<file path="src/rtl/round_robin_arbiter_32.sv">
// 32-requester round-robin arbiter built from four 8-way group arbiters
// feeding a 4-way group arbiter; grant is registered and one-hot or zero.
module round_robin_arbiter_32 #(
  parameter int REQ_NB = 32,
  parameter int GRP_NB = 4,
  parameter int GRP_SZ = 8
) (
  input  logic              clk_i,
  input  logic              srst,
  input  logic              en,
  input  logic [REQ_NB-1:0] req,
  output logic [REQ_NB-1:0] grant
);

  localparam int GW = $clog2(GRP_SZ);
  localparam int TW = $clog2(GRP_NB);

  logic [GRP_NB-1:0][GW-1:0] gptr_q;
  logic [GRP_NB-1:0][GW-1:0] gptr_d;
  logic [TW-1:0]             tptr_q;
  logic [TW-1:0]             tptr_d;
  logic [REQ_NB-1:0]         grant_q;
  logic [REQ_NB-1:0]         grant_d;

  logic [GRP_NB-1:0]         gv;
  logic [GRP_NB-1:0][GW-1:0] cand_all;
  logic [TW-1:0]             sel_grp;

  genvar gi;
  generate
    for (gi = 0; gi < GRP_NB; gi++) begin : g_grp
      logic [GRP_SZ-1:0] grp_req;
      logic [GW-1:0]     grp_cand;

      assign grp_req = req[gi*GRP_SZ +: GRP_SZ];

      // Circular search starting at this group's pointer; the GW-bit add wraps 7->0.
      always_comb begin : g_search
        logic [GW-1:0] idx;
        logic          found;
        found    = 1'b0;
        grp_cand = gptr_q[gi];
        idx      = '0;
        for (int k = 0; k < GRP_SZ; k++) begin
          idx = gptr_q[gi] + GW'(k);
          if (!found && grp_req[idx]) begin
            grp_cand = idx;
            found    = 1'b1;
          end
        end
      end

      assign gv[gi]       = |grp_req;
      assign cand_all[gi] = grp_cand;
    end
  endgenerate

  always_comb begin : top_search
    logic [TW-1:0] gidx;
    logic          found;
    found   = 1'b0;
    sel_grp = tptr_q;
    gidx    = '0;
    for (int k = 0; k < GRP_NB; k++) begin
      gidx = tptr_q + TW'(k);
      if (!found && gv[gidx]) begin
        sel_grp = gidx;
        found   = 1'b1;
      end
    end
  end

  // Pointers move only for the winning group; losers keep their rotation position.
  always_comb begin
    grant_d = '0;
    tptr_d  = tptr_q;
    gptr_d  = gptr_q;
    if (en && (|gv)) begin
      grant_d[{sel_grp, cand_all[sel_grp]}] = 1'b1;
      tptr_d                                = sel_grp + 1'b1;
      gptr_d[sel_grp]                       = cand_all[sel_grp] + 1'b1;
    end
  end

  always_ff @(posedge clk_i) begin
    if (srst) begin
      grant_q <= '0;
      tptr_q  <= '0;
      gptr_q  <= '0;
    end else begin
      grant_q <= grant_d;
      tptr_q  <= tptr_d;
      gptr_q  <= gptr_d;
    end
  end

  assign grant = grant_q;

endmodule

</file>
<file path="config.mk">
export PLATFORM = sky130hd
export DESIGN_NAME = round_robin_arbiter_32
export DESIGN_NICKNAME = d
export VERILOG_FILES = /design/src/rtl/round_robin_arbiter_32.sv
export SDC_FILE = /design/constraint.sdc
export NUM_CORES = 1
export LEC_CHECK = 0
export CAP_MARGIN = 10
export CORE_MARGIN = 5
export CORE_UTILIZATION = 31
export DETAILED_ROUTE_END_ITERATION = 10
export PLACE_DENSITY = 0.63
export SLEW_MARGIN = 25
export SYNTH_ARGS = -nofsm -noshare
export SYNTH_HDL_FRONTEND = slang
export SYNTH_SLANG_ARGS = --single-unit
</file>
<file path="constraint.sdc">
create_clock -name clk_i -period 4.1 [get_ports clk_i]
set_clock_uncertainty 0.15 [all_clocks]
set_input_delay 0.82 -clock clk_i [delete_from_list [all_inputs] [get_ports clk_i]]
set_output_delay 0.82 -clock clk_i [all_outputs]
set_load 0.05 [all_outputs]
</file>
==> results of run 1 <==
[worst reg2reg max path: cells and delay by family (launching register included)]
| kind | cells | cell delay, ns |
|---|---|---|
| xor+xnor | 1 | 0.14 |
| compound gates | 1 | 0.11 |
| fa+ha+maj | 2 | 0.59 |
| simple gates | 4 | 0.87 |
| flops | 1 | 0.33 |
| buf+inv | 4 | 0.55 |
| mux | 4 | 1.07 |
[report_power, final]
group          switching [mW]  leakage (nW)  total (mW)  internal (mW)
logic                    1.47          2.73        2.92           1.45
registers              0.0414         0.372       0.530          0.488
clock network           0.173        0.0664       0.401          0.228
[Yosys cell counts, drive strengths merged, types with 8 or more instances]
master | number | area share
nor2 | 34 | 0.027
nand3 | 8 | 0.0080
nand2 | 48 | 0.037
inv | 30 | 0.022
dfxtp | 46 | 0.18
and3 | 25 | 0.031
buf | 18 | 0.024
o211ai | 8 | 0.014
a21oi | 24 | 0.024
o21ai | 22 | 0.022
nor2b | 8 | 0.010
a32oi | 8 | 0.018
xor2 | 9 | 0.016
and2 | 11 | 0.014
clkbuf | 13 | 0.0097
mux4 | 44 | 0.20
nand2b | 11 | 0.014
a211oi | 10 | 0.015
mux2 | 12 | 0.028
nor3 | 15 | 0.021
mux2i | 26 | 0.053
ha | 16 | 0.040
[area by class of cell]
class,count,share of cell area
Tap cell,216,0.0364
Clock inverter,3,0.00320
Sequential cell,46,0.124
Clock buffer,5,0.0169
Timing Repair Buffer,227,0.261
Multi-Input combinational cell,442,0.543
Inverter,31,0.0157
[metal layers]
metal / routed length [um] / GRT usage / up-vias
li1: - / - / 2542
met2: 8110 / 0.291 / 128
met3: 443 / 0.0128 / 16
met5: 0 / 0 / -
met1: 6780 / 0.214 / 2548
met4: 210 / 0.0410 / 0
[what timing repair did]
action,4_1_cts,5_1_grt
pin swaps,4,16
resized for setup,20,61
endpoints found under the setup margin,38,40
setup buffers,2,8
[logic make-up (layout without fill, tap and decap cells)]
kind of cell	Yosys count	in the layout	synth area share
simple gates	192	192	0.212
compound gates	136	136	0.201
fa+ha+maj	16	16	0.0399
buf+inv	62	266	0.0566
xor+xnor	16	16	0.0279
flops	46	46	0.183
mux	82	82	0.279
[registers in the layout (all words and copies together), names as in the netlist]
signal	count
gptr_q	12
grant	32
tptr_q	2
[final timing paths]
kind	startpoint	endpoint	slack, ns	depth (start not counted)
hold / removal	tptr_q[0]	tptr_q[0]	0.41	2
hold reg to reg	tptr_q[0]	tptr_q[0]	0.41	2
setup / recovery	req[1]	gptr_q[5]	0.17	14
setup reg to reg	gptr_q[4]	grant[1]	0.18	16
[through the flow]
stage	utilization	worst slack [ns]	setup TNS [ns]
after detailed placement	0.437	-0.544	-17.32
after CTS	0.450	0.00857	0
after global routing	0.467	-0.0446	-0.250
final	0.467	0.172	0
after floorplan	-	0.0243	0
after global placement	0.437	-0.413	-12.21
==> flow_summary_export.csv, run 1 <==
group,metric,value,unit
status,status,"finished, final reports clean",
clock_tree,clockBufferDepth,2,
synthesis,synth_area_per_cell,9.13,um2
drt,vias_per_cell,5.40,
clock_tree,numCtsBuffers,5,
floorplan,io_pins,67,
worst_setup_path,crit_path_start_kind,"input port",
grt,grt_pass1_wl,25700,um
timing,hold_violations,0,
grt,grt_overflow,0,
drt,drc,0,
placement,gp_congestion,0.947,
clock_tree,htreeDepth,2,
clock_tree,postCtsHoldBufs,0,
timing,fin_crit,3.93,ns
clock_tree,cts_tree,"done",
pwr,power_density,519,nW/um2
floorplan,die_area,18800,um2
placement,dpl.hpwl,12500,um
layout,fin_nets,804,
synthesis,postSynthCellCount,550,
layout,nFillCells,1517,
floorplan,core_area,15900,um2
worst_setup_path,arrival,3.94,ns
placement,port_buffers,66,
synthesis,synth_area,5020,um2
grt,grt_max_degree,22,
pwr,p_leak,3.17,nW
grt,grtUsageTotal,0.163,
worst_setup_path,crit_family,"multiplexers",
pwr,irDropWorstVdd,253,uV
layout,layout_commonest_cell,"buf_4",
timing,slew_headroom,0.403,
layout,stdcell_area,7420,um2
layout,final_cells,970,
synthesis,syn_nets,601,
timing,min_period_over_period,0.958,
layout,multi_input_area,4030,um2
layout,n_antenna_cell,0,
synthesis,synth_ff_type,"dfxtp_1",
grt,antenna_found_initial,0,
layout,layout_common_cells,"buf_4, nand2_1, dfxtp_1",
floorplan,die_x,137,um
layout,drive_above_1_share,0.377,
timing,holdWs,0.413,ns
worst_setup_path,endpoint_kind,"flop",
min_path,hold_path.class,"flop to flop",
synthesis,ys_ff_latch,46,
synthesis,synthArstFlopShare,0,
worst_setup_path,max_stage_delay,0.51,ns
timing,fmax,0.255,GHz
pwr,power,3.85,mW
drt,wire_per_inst,16.0,um
layout,area_growth,47.9,%
drt,antenna_left,0,
drt,drt-pass1-iter-count,5,
drt,drt_iter0_markers,379,
synthesis,ys_types,78,
timing,maxSlewViolCount,0,
drt,vias,5234,
placement,postPlaceCellArea,6940,um2
clock_tree,clk_latency,0.29,ns
worst_setup_path,crit_required,4.11,ns
placement,place_inst,952,
worst_setup_path,critical_path_class,"input port to flop",
timing,worst-slew-pin-transition,0.893,ns
synthesis,synth_edf_count,0,
job,cap_violations,0,
worst_setup_path,path_cells,"dlygate4sd2_1 > mux4_2 > mux2_4 > or3_4 > nor3_4 > a211oi_2 > xnor2_1 > mux2i_1 > mux2i_2 > ha_4 > buf_4 > nor3_1 > o21ai_1 > o311ai_2",
clock_tree,cts-root-buf,"clkbuf_16",
clock_tree,path_clk_slew,0.06,ns
grt,grt_pass1_vias,5268,
drt,routed_wl,15500,um
synthesis,yosysWarnings,0,
floorplan,die_height,137,um
clock_tree,numClockSinks,46,
synthesis,ys_seq_area_frac,0.183,
worst_setup_path,critPathBufInv,2,
worst_setup_path,cpMaxStageDelayCell,"mux4_2",
worst_setup_path,cp_max_fo,7,
timing,setup_viol_count_final,0,
layout,register_area,921,um2
floorplan,start_util,0.316,
floorplan,row_count,46,
Power figures use the tool's default switching activity.
==> inputs of run 2 (changes only) <==
--- a/config.mk
+++ b/config.mk
@@ -10,6 +10,7 @@
 export CORE_UTILIZATION = 31
 export DETAILED_ROUTE_END_ITERATION = 10
 export PLACE_DENSITY = 0.63
+export RECOVER_POWER = 100
 export SLEW_MARGIN = 25
 export SYNTH_ARGS = -nofsm -noshare
 export SYNTH_HDL_FRONTEND = slang
==> flow_summary_export.csv, run 2 (synthesized netlist as in run 1, its figures left out) <==
group,metric,value,unit
placement,port_buffers,66,
floorplan,core_area,15900,um2
layout,nFillCells,1518,
pwr,seqPwrFrac,0.138,
drt,vias,5248,
layout,n_antenna_cell,0,
drt,vias_per_cell,5.41,
floorplan,row_count,46,
timing,slew_headroom,0.422,
grt,grt_pass1_vias,5268,
pwr,p_comb_frac,0.758,
clock_tree,clockBufferDepth,2,
worst_setup_path,critPathBufInv,2,
grt,grt-busiest-layer,"met2",
floorplan,io_pins,67,
grt,grt_overflow,0,
pwr,p_int,2.16,mW
floorplan,die_height,137,um
timing,hold_violations,0,
timing,worst-slew-pin-transition,0.865,ns
layout,largest_reg_flops,32,
clock_tree,numClockSinks,46,
timing,finalSetupTns,0,ns
timing,min_period_over_period,0.956,
grt,grtUsageTotal,0.163,
timing,maxSlewViolCount,0,
placement,gp_congestion,0.947,
worst_setup_path,max_stage_delay,0.51,ns
status,status,"finished, final reports clean",
drt,drc,0,
layout,drive_above_1_share,0.373,
layout,area_growth,47.7,%
timing,fin_crit,3.92,ns
placement,dp_slack,-0.544,ns
floorplan,die_area,18800,um2
grt,grt_max_degree,22,
worst_setup_path,cp_max_fo,7,
worst_setup_path,path_cells,"dlygate4sd2_1 > mux4_2 > mux2_4 > or3_4 > nor3_4 > a211oi_2 > xnor2_1 > mux2i_1 > mux2i_2 > ha_4 > buf_4 > nor3_1 > o21ai_1 > o311ai_2",
clock_tree,numCtsBuffers,5,
floorplan,die_x,137,um
drt,antenna_left,0,
layout,layout_common_cells,"buf_4, nand2_1, dfxtp_1",
pwr,switching_power,1.68,mW
worst_setup_path,critical_path_class,"input port to flop",
placement,dpl.hpwl,12500,um
worst_setup_path,crit_path_start_kind,"input port",
clock_tree,cts-root-buf,"clkbuf_16",
timing,holdWs,0.424,ns
min_path,hold_path.class,"flop to flop",
layout,fin_nets,804,
worst_setup_path,cpMaxStageDelayCell,"mux4_2",
clock_tree,clk_latency,0.29,ns
timing,fmax,0.255,GHz
job,cap_violations,0,
floorplan,start_util,0.316,
pwr,power,3.84,mW
clock_tree,path_clk_slew,0.06,ns
clock_tree,htreeDepth,2,
worst_setup_path,ff2ff_setup_slack,0.18,ns
layout,layout_commonest_cell,"buf_4",
pwr,irDropWorstVdd,247,uV
worst_setup_path,crit_required,4.11,ns
pwr,power_density,517,nW/um2
timing,setup_slack,0.180,ns
worst_setup_path,crit_family,"multiplexers",
grt,use_met2,0.291,
pwr,clkPwrFrac,0.105,
grt,antenna_found_initial,0,
drt,wire_per_inst,16.0,um
timing,setup_viol_count_final,0,
grt,use_met3,0.0128,
grt,grt_pass1_wl,25700,um
worst_setup_path,endpoint_kind,"flop",
pwr,p_leak,3.28,nW
drt,drt-pass1-iter-count,5,
pwr,switching_share,0.437,
drt,drt_iter0_markers,366,
drt,routed_wl,15500,um
clock_tree,cts_tree,"done",
grt,grtUsageMet1,0.214,
worst_setup_path,arrival,3.93,ns
[run 2: changes by cell type in the layout (fill, tap and decap cells not counted), sizes merged]
cell / delta
clkdlybuf4s50: -32
dlygate4sd3: +32
buf: -3
clkbuf: +3
[run 2: per-layer routing]
layer,wire [um],part of all wire
met1,6700,0.43
met2,8110,0.52
met5,0,0
met3,492,0.032
met4,240,0.015
[run 2: area by class of cell]
class / count / area [um2] / area share
multi-input cells: 442 / 4030 / 0.543
repair buffers: 227 / 1930 / 0.261
flip-flops and latches: 46 / 921 / 0.124
well taps: 216 / 270 / 0.0364
clock buffers: 5 / 125 / 0.0169
inverters: 31 / 116 / 0.0157
clock inverters: 3 / 23.8 / 0.00321
[run 2: worst paths after layout]
| check | startpoint | endpoint | cells after the start |
|---|---|---|---|
| min reg2reg | tptr_q[0] | tptr_q[0] | 2 |
| max reg2reg | gptr_q[4] | grant[1] | 16 |
| min | tptr_q[0] | tptr_q[0] | 2 |
| max | req[1] | gptr_q[5] | 14 |
[run 2: tightest hold or removal path, cell delays in order (launching register included)]
cell and delay (ns):
dfxtp_1 0.34, nor2_1 0.12, a211oi_1 0.06
[run 2: power groups by stage]
stage | registers [mW] | clock network (mW) | logic [mW]
finish | 0.529 | 0.401 | 2.91
global route | 0.535 | 0.424 | 3.16
CTS | 0.530 | 0.408 | 2.72
detailed placement | 0.539 | 0 | 2.69
global placement | 0.538 | 0 | 2.63
floorplan | 0.580 | 0 | 1.62
[run 2: timing repair]
action / 4_1_cts / 5_1_grt
hold endpoints to repair: 0 / 0
resized for setup: 20 / 61
setup buffers: 2 / 8
setup endpoints to repair: 38 / 40
hold buffers: 0 / 0
pin swaps: 4 / 16
[run 2: per-stage QoR]
step	cells	instance area (um2)	util
global route	970	7410	0.467
finish	970	7410	0.467
floorplan	550	5050	-
detailed placement	952	6940	0.437
CTS	962	7150	0.450
global placement	952	6940	0.437
==> inputs of run 3 (changes only) <==
--- a/config.mk
+++ b/config.mk
@@ -9,8 +9,10 @@
 export CORE_MARGIN = 5
 export CORE_UTILIZATION = 31
 export DETAILED_ROUTE_END_ITERATION = 10
+export GPL_TIMING_DRIVEN = 1
 export PLACE_DENSITY = 0.63
 export RECOVER_POWER = 100
+export SKIP_CTS_REPAIR_TIMING = 1
 export SLEW_MARGIN = 25
 export SYNTH_ARGS = -nofsm -noshare
 export SYNTH_HDL_FRONTEND = slang
==> flow_summary_export.csv, run 3 (synthesized netlist as in run 1, its figures left out) <==
group,metric,value,unit
floorplan,die_x,137,um
layout,n_antenna_cell,0,
timing,holdWs,0.418,ns
layout,area_growth,47.0,%
placement,place_inst,952,
min_path,holdCritStartpoint,"tptr_q[0]",
layout,layout_commonest_cell,"buf_4",
min_path,holdPathStages,2,
floorplan,die_area,18800,um2
worst_setup_path,cp_max_fo,7,
floorplan,core_area,15900,um2
placement,gp_congestion,0.947,
grt,grt_overflow,0,
clock_tree,clockBufferDepth,2,
min_path,hold_path_end,"tptr_q[0]",
job,cap_violations,0,
worst_setup_path,path_cells,"inv_1 > ha_2 > mux4_2 > buf_4 > mux2i_1 > buf_4 > nand3_1 > nor4b_2 > a311oi_1 > xnor2_1 > mux2i_1 > mux2i_2 > ha_2 > buf_4 > nor3_1 > o21ai_1 > o311ai_2",
layout,stdcell_area,7380,um2
layout,drive_above_1_share,0.365,
worst_setup_path,crit_path_start_kind,"flop",
drt,drt_iter0_markers,356,
clock_tree,cts-root-buf,"clkbuf_16",
worst_setup_path,cpMaxStageDelayCell,"mux4_2",
clock_tree,numClockSinks,46,
timing,min_period_over_period,0.954,
worst_setup_path,critical_path_class,"flop to flop",
drt,wire_per_inst,16.2,um
layout,final_cells,963,
worst_setup_path,endpoint_kind,"flop",
layout,fin_nets,797,
status,status,"finished, final reports clean",
clock_tree,numCtsBuffers,5,
grt,grt_max_degree,22,
clock_tree,htreeDepth,2,
min_path,hold_path.class,"flop to flop",
pwr,power,3.80,mW
floorplan,row_count,46,
worst_setup_path,crit_top_cell,"buf_4",
timing,hold_violations,0,
clock_tree,path_clk_slew,0.06,ns
drt,drc,0,
placement,dpl.hpwl,12500,um
pwr,power_density,514,nW/um2
grt,antenna_found_initial,0,
timing,slew_headroom,0.430,
worst_setup_path,ff2ff_path_depth,17,
worst_setup_path,r2r_start,"gptr_q[4]",
grt,grt_pass1_vias,5233,
floorplan,io_pins,67,
clock_tree,clk_latency,0.29,ns
layout,layout_common_cells,"buf_4, nand2_1, dfxtp_1",
timing,maxSlewViolCount,0,
timing,fmax,0.256,GHz
pwr,irDropWorstVdd,228,uV
grt,grt_pass1_wl,25500,um
floorplan,start_util,0.316,
timing,worst-slew-pin-transition,0.852,ns
grt,grtUsageTotal,0.162,
worst_setup_path,reg2reg_to,"gptr_q[2]",
pwr,p_leak,3.29,nW
drt,vias_per_cell,5.42,
placement,port_buffers,66,
drt,antenna_left,0,
timing,setup_slack,0.188,ns
placement,dp_slack,-0.544,ns
floorplan,die_height,137,um
worst_setup_path,ff2ff_setup_slack,0.19,ns
timing,finalSetupTns,0,ns
drt,drt-pass1-iter-count,5,
layout,largest_reg_flops,32,
worst_setup_path,max_stage_delay,0.54,ns
timing,setup_viol_count_final,0,
worst_setup_path,arrival,3.96,ns
drt,routed_wl,15600,um
layout,finish.utilization,0.464,
placement,postPlaceCellArea,6940,um2
worst_setup_path,crit_required,4.14,ns
drt,vias,5215,
timing,fin_crit,3.91,ns
clock_tree,cts_tree,"done",
[run 3: how the worst max path moves through the flow]
stage                    from        end  slack [ns]  cells past startpoint
finish              gptr_q[4]  gptr_q[2]        0.19                     17
global placement      req[31]   grant[6]       -0.41                     14
global route        gptr_q[9]  gptr_q[2]       -0.01                     17
CTS                   req[24]   grant[2]       -0.24                     14
detailed placement    req[29]  grant[18]       -0.54                     14
floorplan           gptr_q[3]   grant[0]        0.02                     16
[run 3: worst max-delay path: cells and delay by family, from the launching register on]
kind,cells,cell delay (ns)
adder cells (fa/ha/maj),2,0.65
buffers and inverters,4,0.53
multiplexers,4,1.01
AND/OR/NAND/NOR,3,0.67
XOR/XNOR,1,0.14
AO/OA/AOI/OAI,3,0.33
flip-flops,1,0.33
[run 3: report_power, final]
group,internal (mW),switching [mW]
clock network,0.228,0.173
registers,0.488,0.0408
logic,1.41,1.45
[run 3: final cells by class]
| class | instances | area [um2] |
|---|---|---|
| fillers | 1540 | 8510 |
| well taps | 216 | 270 |
| inverters | 31 | 116 |
| clock buffers | 5 | 125 |
| clock inverters | 3 | 23.8 |
| multi-input cells | 442 | 4020 |
| repair buffers | 220 | 1910 |
| flip-flops and latches | 46 | 921 |
[run 3: per-layer routing]
layer	track usage	part of all wire	vias up
met2	0.291	0.52	125
met3	0.0121	0.032	22
met5	0	0	-
met1	0.213	0.43	2541
met4	0.0366	0.018	0
li1	-	-	2527
